--- config.mk ---
export PLATFORM = sky130hd
export DESIGN_NAME = serial_adder
export DESIGN_NICKNAME = d
export VERILOG_FILES = /design/src/rtl/serial_adder.sv
export SDC_FILE = /design/constraint.sdc
export NUM_CORES = 1
export LEC_CHECK = 0
export ABC_AREA = 1
export BUFFER_PORTS_ARGS = -buffer_cell sky130_fd_sc_hd__buf_4
export CORE_MARGIN = 2
export CORE_UTILIZATION = 45
export CTS_CLUSTER_DIAMETER = 120
export CTS_CLUSTER_SIZE = 16
export DETAILED_ROUTE_END_ITERATION = 7
export GPL_TIMING_DRIVEN = 0
export PLACE_DENSITY = 0.69
export RECOVER_POWER = 100
export SYNTH_ARGS = -nofsm -noshare
export SYNTH_HDL_FRONTEND = slang
export SYNTH_SLANG_ARGS = --single-unit
--- constraint.sdc ---
create_clock -name sys_clk -period 1.1 [get_ports sys_clk]
set_input_delay 0.22 -clock sys_clk [delete_from_list [all_inputs] [get_ports sys_clk]]
set_output_delay 0.22 -clock sys_clk [all_outputs]
set_load 0.1 [all_outputs]
--- src/rtl/serial_adder.sv ---
// rtl/serial_adder.sv - bit-serial adder, one full-adder cell, LSB first, start/busy/done handshake
// Optional signed-overflow output ovf enabled by defining SERIAL_ADDER_OVF_EN.
module serial_adder #(
  parameter int WIDTH = 8
) (
  input  logic             sys_clk,
  input  logic             sys_rst,
  input  logic             start,
  input  logic [WIDTH-1:0] a,
  input  logic [WIDTH-1:0] b,
  input  logic             cin,
  output logic             busy,
  output logic             done,
  output logic [WIDTH-1:0] sum,
  output logic             cout
`ifdef SERIAL_ADDER_OVF_EN
  ,
  output logic             ovf
`endif
);

  localparam int CW = $clog2(WIDTH + 1);
  localparam logic [CW-1:0] LAST = CW'(WIDTH - 1);

  typedef enum logic [1:0] {IDLE, SHIFT, DONE} state_t;

  state_t           state_q, state_d;
  logic [WIDTH-1:0] a_sh_q, a_sh_d;
  logic [WIDTH-1:0] b_sh_q, b_sh_d;
  logic [WIDTH-1:0] r_sh_q, r_sh_d;
  logic [WIDTH-1:0] sum_q, sum_d;
  logic [CW-1:0]    cnt_q, cnt_d;
  logic             c_q, c_d;
  logic             cout_q, cout_d;
  logic             s, co;
  logic [WIDTH-1:0] r_next;
`ifdef SERIAL_ADDER_OVF_EN
  logic             ovf_q, ovf_d;
`endif

  always_comb begin
    state_d = state_q;
    a_sh_d  = a_sh_q;
    b_sh_d  = b_sh_q;
    r_sh_d  = r_sh_q;
    sum_d   = sum_q;
    cnt_d   = cnt_q;
    c_d     = c_q;
    cout_d  = cout_q;
`ifdef SERIAL_ADDER_OVF_EN
    ovf_d   = ovf_q;
`endif

    s  = a_sh_q[0] ^ b_sh_q[0] ^ c_q;
    co = (a_sh_q[0] & b_sh_q[0]) | (c_q & (a_sh_q[0] ^ b_sh_q[0]));
    // Shift-then-insert keeps the WIDTH=1 case free of an empty slice.
    r_next = r_sh_q >> 1;
    r_next[WIDTH-1] = s;

    case (state_q)
      IDLE, DONE: begin
        if (start) begin
          state_d = SHIFT;
          a_sh_d  = a;
          b_sh_d  = b;
          c_d     = cin;
          cnt_d   = '0;
        end else begin
          state_d = IDLE;
        end
      end
      SHIFT: begin
        a_sh_d = a_sh_q >> 1;
        b_sh_d = b_sh_q >> 1;
        r_sh_d = r_next;
        c_d    = co;
        cnt_d  = cnt_q + CW'(1);
        if (cnt_q == LAST) begin
          state_d = DONE;
          sum_d   = r_next;
          cout_d  = co;
`ifdef SERIAL_ADDER_OVF_EN
          // c_q is the carry into the MSB during the final bit.
          ovf_d   = c_q ^ co;
`endif
        end
      end
      default: state_d = IDLE;
    endcase
  end

  always_ff @(posedge sys_clk) begin
    if (sys_rst) begin
      state_q <= IDLE;
      a_sh_q  <= '0;
      b_sh_q  <= '0;
      r_sh_q  <= '0;
      sum_q   <= '0;
      cnt_q   <= '0;
      c_q     <= 1'b0;
      cout_q  <= 1'b0;
`ifdef SERIAL_ADDER_OVF_EN
      ovf_q   <= 1'b0;
`endif
    end else begin
      state_q <= state_d;
      a_sh_q  <= a_sh_d;
      b_sh_q  <= b_sh_d;
      r_sh_q  <= r_sh_d;
      sum_q   <= sum_d;
      cnt_q   <= cnt_d;
      c_q     <= c_d;
      cout_q  <= cout_d;
`ifdef SERIAL_ADDER_OVF_EN
      ovf_q   <= ovf_d;
`endif
    end
  end

  assign busy = (state_q == SHIFT);
  assign done = (state_q == DONE);
  assign sum  = sum_q;
  assign cout = cout_q;
`ifdef SERIAL_ADDER_OVF_EN
  assign ovf  = ovf_q;
`endif

endmodule
==> reports/qor.txt, run 1 <==
Outcome -> finished, violations left
Failing checks -> setup timing
Critical-path maximum fanout -> 10
IO Count -> 31
Worst Path Arrival -> 1.20 ns
Largest net degree at the start of global routing -> 13
Non-filler cells, final -> 345
Yosys reg bits -> 39
RSZ-0062 raised after global routing -> true
Setup_tns -> -5.713 ns
Routed vias -> 1894
Number of port buffers -> 29
Final Setup Violations -> 40
GRT Residual Overflow -> 0
Place WS -> -0.2856 ns
HP Class -> input pin to flip-flop
Clk pin slew, worst setup/hold paths -> 0.08 ns
Cts bufs inserted -> 5
HPWL Detailed -> 2.875 mm
Unique masters post-synth -> 20
Final worst setup slack -> -0.3163 ns
Period utilisation layout -> 1.288
Clock sinks -> 39
Crit path kind -> flip-flop to output port
Area Overhead vs Synth -> 64.78%
Synth top area share -> 0.4404
Placed cell count -> 317
Avg Inst Size Synth -> 7.387 um^2
FILL cells -> 249
Initial core utilization -> 0.4771
Share of cells above drive strength 1 -> 0.4949
Min Tclk post-route -> 1.416 ns
Synth area leaders -> dfxtp_1 (44%), nand3_1 (19%), nand2_1 (7.0%), a21oi_1 (5.6%), nor2_1 (4.9%)
# rows -> 22
Tightest Pin Transition -> 0.6699 ns
DRT antenna net count -> 0
Max Freq -> 706.1 MHz
Max_slew headroom -> 0.5534
WHS -> 0.1775 ns
CP max stage cell -> dfxtp_4
GPL Wtd Cong -> 0.7573
Switching share of power -> 0.2860
Clock Skews -> 0.008528 ns
Core area -> 3716 um^2
WL final -> 5.540 mm
Root Driver -> clkbuf_8
YS warnings -> 0
Clock share of power -> 0.333
Synthesized net count -> 262
Vias in the first global route -> 1882
Slew Limit Fails -> 0
# hold bufs at CTS -> 0
Worst skew pair latency -> 0.30 ns
Pwr dens -> 1207 nW/um^2
P_leak -> 1.225 nW
First-pass GRT wire length -> 8.700 mm
Die height -> 66.77 um
Final instance area -> 2922 um^2
Antenna violations before repair -> 0
Reg2reg path depth -> 8
CP startpoint kind -> flip-flop
Worst hold stages -> 3
Routed vias/inst -> 5.490
Post-Synthesis Cells -> 240
Area post-placement -> 2107 um^2
H-tree levels -> 2
Diodes inserted -> 0
Die X -> 66.77 um
Sequential area share after synthesis -> 0.4404
CTS tree -> built
NetSw -> 1.009 mW
Initial DRT Pass Iterations -> 4
Die area -> 4458 um^2
Internal -> 2.518 mW
Worst Path Required -> 0.88 ns
Flop pwr share -> 0.439
First DRT Iteration DRCs -> 155
Worst VDD drop -> 0.0007425 V
Total GRT Usage -> 0.2600
Critical path, cell by cell -> inv_8 -> buf_8 -> nor2_4 -> buf_12
Largest stage delay, worst path -> 0.40 ns
Max Cap Viol -> 0
Avg WL per Cell -> 16.06 um
Largest area contributor in the netlist -> dfxtp_1
CTS Buffer Depth -> 2
Residual DRC -> 0
Final hold violations -> 0
Final nets -> 318
Combinational group share of total power -> 0.228
CP Capture Type -> output port
Mapped Area -> 1773 um^2
repair_timing:
action                                  4_1_cts  5_1_grt
gates resized for setup                      78       42
setup buffers                                 9        4
endpoints found under the setup margin       43       44
pin swaps                                    20       12
cloned                                        7        1
registers in the layout, indices dropped and copies added (netlist names):
signal / flops
state_q: 2
c_q: 1
cnt_q: 4
r_sh_q: 7
cout: 1
b_sh_q: 8
sum: 8
a_sh_q: 8
placed cells by master (no fill, tap or decap), types with 2 or more instances in the layout:
cell	n
nand3_1	38
nand2_1	29
nand3_2	28
buf_4	27
dfxtp_1	26
nor2_1	20
inv_1	18
buf_6	12
a21oi_2	11
a21oi_1	11
dfxtp_2	11
buf_8	9
o21ai_2	7
buf_12	6
clkbuf_8	6
nand2_2	5
nor2_4	4
clkbuf_1	4
nand3_4	3
buf_16	3
inv_8	2
nand2_8	2
o21ai_0	2
clkbuf_16	2
dfxtp_4	2
final cells by class:
type,instances,area (um^2),area share
plain buffers,16,167.7,0.05739
inverters,22,97.59,0.03340
well taps,48,60.06,0.02056
clock inverters,1,5.005,0.001713
multi-input cells,165,1129,0.3863
clock buffers,7,107.6,0.03683
flip-flops and latches,39,802.0,0.2745
repair buffers,47,553.0,0.1893
routing by layer:
| layer | track usage | wire length (um) | up-vias |
|---|---|---|---|
| met5 | 0 | 0 | - |
| li1 | - | - | 909 |
| met1 | 0.3152 | 2214 | 910 |
| met2 | 0.4550 | 2912 | 64 |
| met3 | 0.04730 | 312 | 11 |
| met4 | 0.09694 | 100 | 0 |
critical path, delay by kind of cell, from the launching register on:
kind / cells / cell delay, ns
and+or+nand+nor: 1 / 0.12
buffers and inverters: 3 / 0.38
DFF: 1 / 0.40
per-stage QoR:
step           total power, mW  utilization
6_report                 3.527       0.7862
2_1_floorplan            1.872            -
4_1_cts                  3.372       0.7253
3_3_place_gp             2.003       0.5670
3_5_place_dp             2.010       0.5670
5_1_grt                  3.641       0.7862
Yosys cell counts:
| cell type | number |
|---|---|
| ha_1 | 1 |
| nand2_2 | 3 |
| inv_1 | 19 |
| dfxtp_1 | 39 |
| nor2_4 | 1 |
| clkinv_1 | 1 |
| a21oi_2 | 2 |
| inv_4 | 1 |
| o21ai_0 | 9 |
| fa_1 | 1 |
| buf_2 | 4 |
| buf_4 | 5 |
| nor2_8 | 1 |
| buf_6 | 3 |
| clkbuf_1 | 4 |
| inv_2 | 1 |
| nand2_1 | 33 |
| nand3_1 | 69 |
| nor2_1 | 23 |
| a21oi_1 | 20 |
power groups by stage:
stage	registers [mW]	clock network [mW]	logic [mW]
after CTS	1.54	1.16	0.670
after detailed placement	1.56	0	0.449
final	1.55	1.18	0.804
after floorplan	1.55	0	0.323
after global routing	1.55	1.23	0.862
after global placement	1.56	0	0.444
kinds of logic after synthesis:
family | share of synthesized area
buffers and inverters | 0.1080
AO/OA/AOI/OAI | 0.09175
adder cells (fa/ha/maj) | 0.01835
flip-flops | 0.4404
AND/OR/NAND/NOR | 0.3416
path summary, 6_finish.rpt:
check,slack [ns],to,from
hold reg to reg,0.46,r_sh_q[1],r_sh_q[1]
setup reg to reg,-0.18,a_sh_q[0],state_q[0]
setup / recovery,-0.32,done,state_q[1]
hold / removal,0.18,a_sh_q[7],a[7]
No activity file was read; power rests on OpenSTA's default activity.
==> run 2, diff against run 1 <==
- CELL_PAD_IN_SITES_DETAIL_PLACEMENT: default -> 0
- CELL_PAD_IN_SITES_GLOBAL_PLACEMENT: default -> 2
- CORE_UTILIZATION: 45 -> 28
- PLACE_DENSITY: 0.69 -> default
- PLACE_DENSITY_LB_ADDON: default -> 0.1
==> run 2 against run 1 <==
The run still ends with setup timing left. Clock skew fell by 0.0052 ns. Critical path depth stayed put. First-iteration DRC count shrank 63%. Wire length shrank 2.1%. Sequential power hardly changed. Global-route usage shrank 10 points. Setup slack better by 0.021 ns. Register-to-register slack improved by 0.09 ns. Clock power fell by 7%.
==> reports/qor.txt, run 2 (synthesis gave the netlist of run 1 again) <==
Outcome -> finished, violations left
Failing checks -> setup timing
Commonest non-fill, non-tap cells in the layout -> nand3_1 (37), nand3_2 (31), nand2_1 (28), buf_4 (28), dfxtp_1 (24)
Tightest Pin Transition -> 0.7279 ns
Met2 wire length -> 2.663 mm
Largest net degree at the start of global routing -> 12
CP startpoint kind -> flip-flop
Routed vias/inst -> 4.701
FILL cells -> 599
Residual DRC -> 0
HPWL Detailed -> 3.214 mm
Worst Path Required -> 0.88 ns
End point of the critical path -> done
Diodes inserted -> 0
Clock Skews -> 0.003310 ns
Share of cells above drive strength 1 -> 0.5318
Routed vias -> 1758
Final nets -> 320
Place WS -> -0.3121 ns
GPL Wtd Cong -> 0.7161
Vias in the first global route -> 1831
IO Count -> 31
Switching share of power -> 0.2873
Met3 wire length -> 165 um
Clk pin slew, worst setup/hold paths -> 0.08 ns
Non-filler cells, final -> 374
Total GRT Usage -> 0.1551
Final instance area -> 3003 um^2
Die height -> 83.58 um
Placed cell count -> 344
Avg WL per Cell -> 14.51 um
Final worst setup slack -> -0.2951 ns
Core area -> 6026 um^2
H-tree levels -> 2
Final Setup Violations -> 28
Commonest non-fill, non-tap cell in the layout -> nand3_1
Critical R2R Launch -> state_q[1]
CP startpoint -> state_q[1]
M1 WL -> 2.499 mm
Worst Path Arrival -> 1.18 ns
Period utilisation layout -> 1.268
Min Tclk post-route -> 1.395 ns
Max Cap Viol -> 0
Cts bufs inserted -> 5
Worst VDD drop -> 0.0006035 V
Flip-flop and latch area -> 807.0 um^2
Combinational group share of total power -> 0.227
Critical-path maximum fanout -> 5
Slew Limit Fails -> 0
Worst skew pair latency -> 0.29 ns
Initial core utilization -> 0.2942
Number of port buffers -> 29
Max Freq -> 716.8 MHz
Die area -> 6985 um^2
Antenna violations before repair -> 0
Flop pwr share -> 0.453
Root Driver -> clkbuf_8
Tot Pwr -> 3.429 mW
FF-to-FF End -> b_sh_q[3]
CTS tree -> built
Max_slew headroom -> 0.5147
Area taken by multi-input logic gates -> 1145 um^2
First DRT Iteration DRCs -> 58
RSZ-0062 raised after global routing -> true
# hold bufs at CTS -> 0
Post-layout util -> 0.4983
Final hold violations -> 0
Setup slack, reg-to-reg -> -0.09 ns
Crit path kind -> flip-flop to output port
HP Class -> input pin to flip-flop
Pwr dens -> 1142 nW/um^2
WHS -> 0.1822 ns
CTS Buffer Depth -> 2
Area post-placement -> 2141 um^2
GRT Residual Overflow -> 0
Clock share of power -> 0.320
First-pass GRT wire length -> 8.700 mm
Reg2reg path depth -> 7
NetSw -> 0.9854 mW
P_leak -> 1.241 nW
Setup_tns -> -1.638 ns
Initial DRT Pass Iterations -> 3
# rows -> 28
CP Capture Type -> output port
Die X -> 83.58 um
Clock sinks -> 39
Internal -> 2.444 mW
Top routing layer in use -> met4
WL final -> 5.425 mm
Area Overhead vs Synth -> 69.37%
DRT antenna net count -> 0
run 2: cell types whose count changed in the layout (fill, tap and decap cells not counted), moves of 2 or more:
cell | before | now
buf_8 | 9 | 12
buf_16 | 3 | 1
a21oi_2 | 11 | 16
inv_1 | 18 | 16
a21oi_1 | 11 | 6
nand3_4 | 3 | 1
nand3_2 | 28 | 31
dfxtp_1 | 26 | 24
buf_6 | 12 | 9
inv_2 | 1 | 3
run 2: timing repair:
item | in CTS | in global routing
endpoints found under the setup margin | 46 | 46
pin swaps | 24 | 14
gates cloned | 5 | 3
buffers inserted | 10 | 7
gates resized for setup | 84 | 53
run 2: critical path, cell delays in order (launching register included):
cell,delay [ns]
dfxtp_4,0.40
clkinv_8,0.06
buf_8,0.12
nor2_4,0.12
buf_12,0.18
run 2: routing by layer:
layer,vias to the layer above,global-route usage
met5,-,0
met4,0,0.03519
met3,10,0.03066
met2,29,0.2800
met1,813,0.1891
li1,906,-
run 2: worst min-delay path by stage:
| stage | depth (start not counted) | to | start | slack [ns] |
|---|---|---|---|---|
| 2_1_floorplan | 2 | a_sh_q[7] | a[7] | 0.37 |
| 3_3_place_gp | 2 | r_sh_q[1] | r_sh_q[1] | 0.45 |
| 3_5_place_dp | 2 | r_sh_q[1] | r_sh_q[1] | 0.45 |
| 4_1_cts | 3 | a_sh_q[7] | a[7] | 0.18 |
| 5_1_grt | 3 | a_sh_q[7] | a[7] | 0.18 |
| 6_report | 3 | a_sh_q[7] | a[7] | 0.18 |
run 2: final cells by class:
class	instances	share of cell area
multi-input cells	165	0.3813
flip-flops and latches	39	0.2688
repair buffers	50	0.1950
plain buffers	15	0.05625
inverters	22	0.03417
clock buffers	8	0.03333
well taps	75	0.03125
run 2: power by group through the flow:
stage / clock network, mW / logic [mW] / registers (mW)
2_1_floorplan: 0 / 0.323 / 1.55
3_3_place_gp: 0 / 0.462 / 1.56
3_5_place_dp: 0 / 0.463 / 1.56
4_1_cts: 1.13 / 0.686 / 1.54
5_1_grt: 1.19 / 0.843 / 1.56
6_report: 1.10 / 0.779 / 1.55
==> run 3, diff against run 2 <==
- GPL_TIMING_DRIVEN: 0 -> default
- PLACE_DENSITY: default -> 0.78
- PLACE_DENSITY_LB_ADDON: 0.1 -> default
- SLEW_MARGIN: default -> 20
==> run 3 against run 2 <==
The flow still finishes with violations (setup timing). Non-clock buffer count down 9. Power shrank 5.5%. Setup slack improved by 0.096 ns. Sequential cell count unchanged. Via count down 2.0%. Fmax increased by 7.4%. Critical path depth is 1 lower. Die area is the same. Sequential share of layout area up 2.8 points. Final cell count down 2.4%. Register-to-register slack better by 0.04 ns.
==> reports/qor.txt, run 3 (synthesis gave the netlist of run 1 again) <==
First-pass GRT wire length -> 7.548 mm
Final worst setup slack -> -0.1992 ns
Worst Path Required -> 0.88 ns
P_leak -> 1.179 nW
# rows -> 28
Failing checks -> setup timing
Vias in the first global route -> 1588
Largest net degree at the start of global routing -> 28
Number of port buffers -> 30
GRT Residual Overflow -> 0
Worst hold stages -> 3
WL final -> 4.628 mm
Max Cap Viol -> 0
Final nets -> 311
Reg2reg path depth -> 7
HP Class -> input pin to flip-flop
Share of cells above drive strength 1 -> 0.4000
CP Capture Type -> output port
First DRT Iteration DRCs -> 48
Routed vias/inst -> 4.721
Root Driver -> clkbuf_8
Max Freq -> 769.7 MHz
Routed vias -> 1723
Period utilisation layout -> 1.181
Crit path kind -> flip-flop to output port
Diodes inserted -> 0
Commonest non-fill, non-tap cells in the layout -> nand3_1 (56), buf_4 (36), nand2_1 (31)
DRT antenna net count -> 0
Worst skew pair latency -> 0.29 ns
Final Setup Violations -> 11
Antenna violations before repair -> 0
Pwr dens -> 1192 nW/um^2
Critical-path maximum fanout -> 4
Worst Path Arrival -> 1.08 ns
RSZ-0062 raised after global routing -> true
Placed cell count -> 349
Clock sinks -> 39
Total GRT Usage -> 0.1326
Final hold violations -> 0
Max_slew headroom -> 0.7906
Die X -> 83.58 um
CP startpoint kind -> flip-flop
Commonest non-fill, non-tap cell in the layout -> nand3_1
Die height -> 83.58 um
H-tree levels -> 2
Initial DRT Pass Iterations -> 4
Die area -> 6985 um^2
Setup_tns -> -0.4862 ns
Worst VDD drop -> 0.0005497 V
Area Overhead vs Synth -> 53.42%
Core area -> 6026 um^2
Tightest Pin Transition -> 0.3140 ns
Place WS -> -0.07585 ns
HPWL Detailed -> 2.892 mm
Clock Skews -> 0.01152 ns
Cts bufs inserted -> 5
Initial core utilization -> 0.2942
GPL Wtd Cong -> 0.7621
Non-filler cells, final -> 365
CTS tree -> built
Avg WL per Cell -> 12.68 um
CTS Buffer Depth -> 2
Residual DRC -> 0
Slew Limit Fails -> 0
Outcome -> finished, violations left
IO Count -> 31
Min Tclk post-route -> 1.299 ns
Clk pin slew, worst setup/hold paths -> 0.08 ns
==> run 3: final cells by class <==
cell class / count / area [um^2]
Clock buffer: 6 / 93.84
Clock inverter: 2 / 13.76
Fill cell: 618 / 3306
Inverter: 22 / 87.58
Multi-Input combinational cell: 165 / 980.9
Sequential cell: 39 / 808.3
Tap cell: 75 / 93.84
Timing Repair Buffer: 56 / 641.9
==> run 3: stage by stage <==
step	hold WS [ns]	total power, mW	instance area, um^2	utilization
after CTS	0.1756	3.203	2447	0.4061
final	0.1748	3.242	2720	0.4514
after floorplan	0.3672	1.872	1829	-
after detailed placement	0.4432	2.013	2183	0.3623
after global placement	0.4425	2.015	2183	0.3623
after global routing	0.1731	3.417	2720	0.4514
==> run 3: repair_timing <==
item	in CTS	in global routing
pin swaps	4	18
buffers inserted	2	3
cloned	1	3
gates resized for setup	33	56
endpoints found under the setup margin	48	43
hold buffers	0	0
==> run 3: path summary, 6_finish.rpt <==
check                                start         to  slack [ns]
worst min register to register      sum[5]     sum[5]        0.47
worst max register to register    cnt_q[1]     sum[0]       -0.05
worst max-delay path            state_q[0]       busy       -0.20
worst min-delay path                  a[7]  a_sh_q[7]        0.17
==> run 3: critical path: stages (launching register included) <==
cell     delay, ns
dfxtp_4       0.38
inv_4         0.04
nor2_4        0.16
buf_12        0.19
==> run 3: power by group <==
group / internal [mW] / switching [mW]
Combinational: 0.275 / 0.305
Sequential: 1.48 / 0.0500
Clock: 0.585 / 0.545
Total: 2.34 / 0.901
==> run 3: per-layer routing <==
metal | vias up | track usage | share of wire
li1 | 897 | - | -
met1 | 791 | 0.1719 | 0.48
met2 | 31 | 0.2138 | 0.47
met3 | 4 | 0.04352 | 0.043
met4 | 0 | 0.03079 | 0.0045
met5 | - | 0 | 0
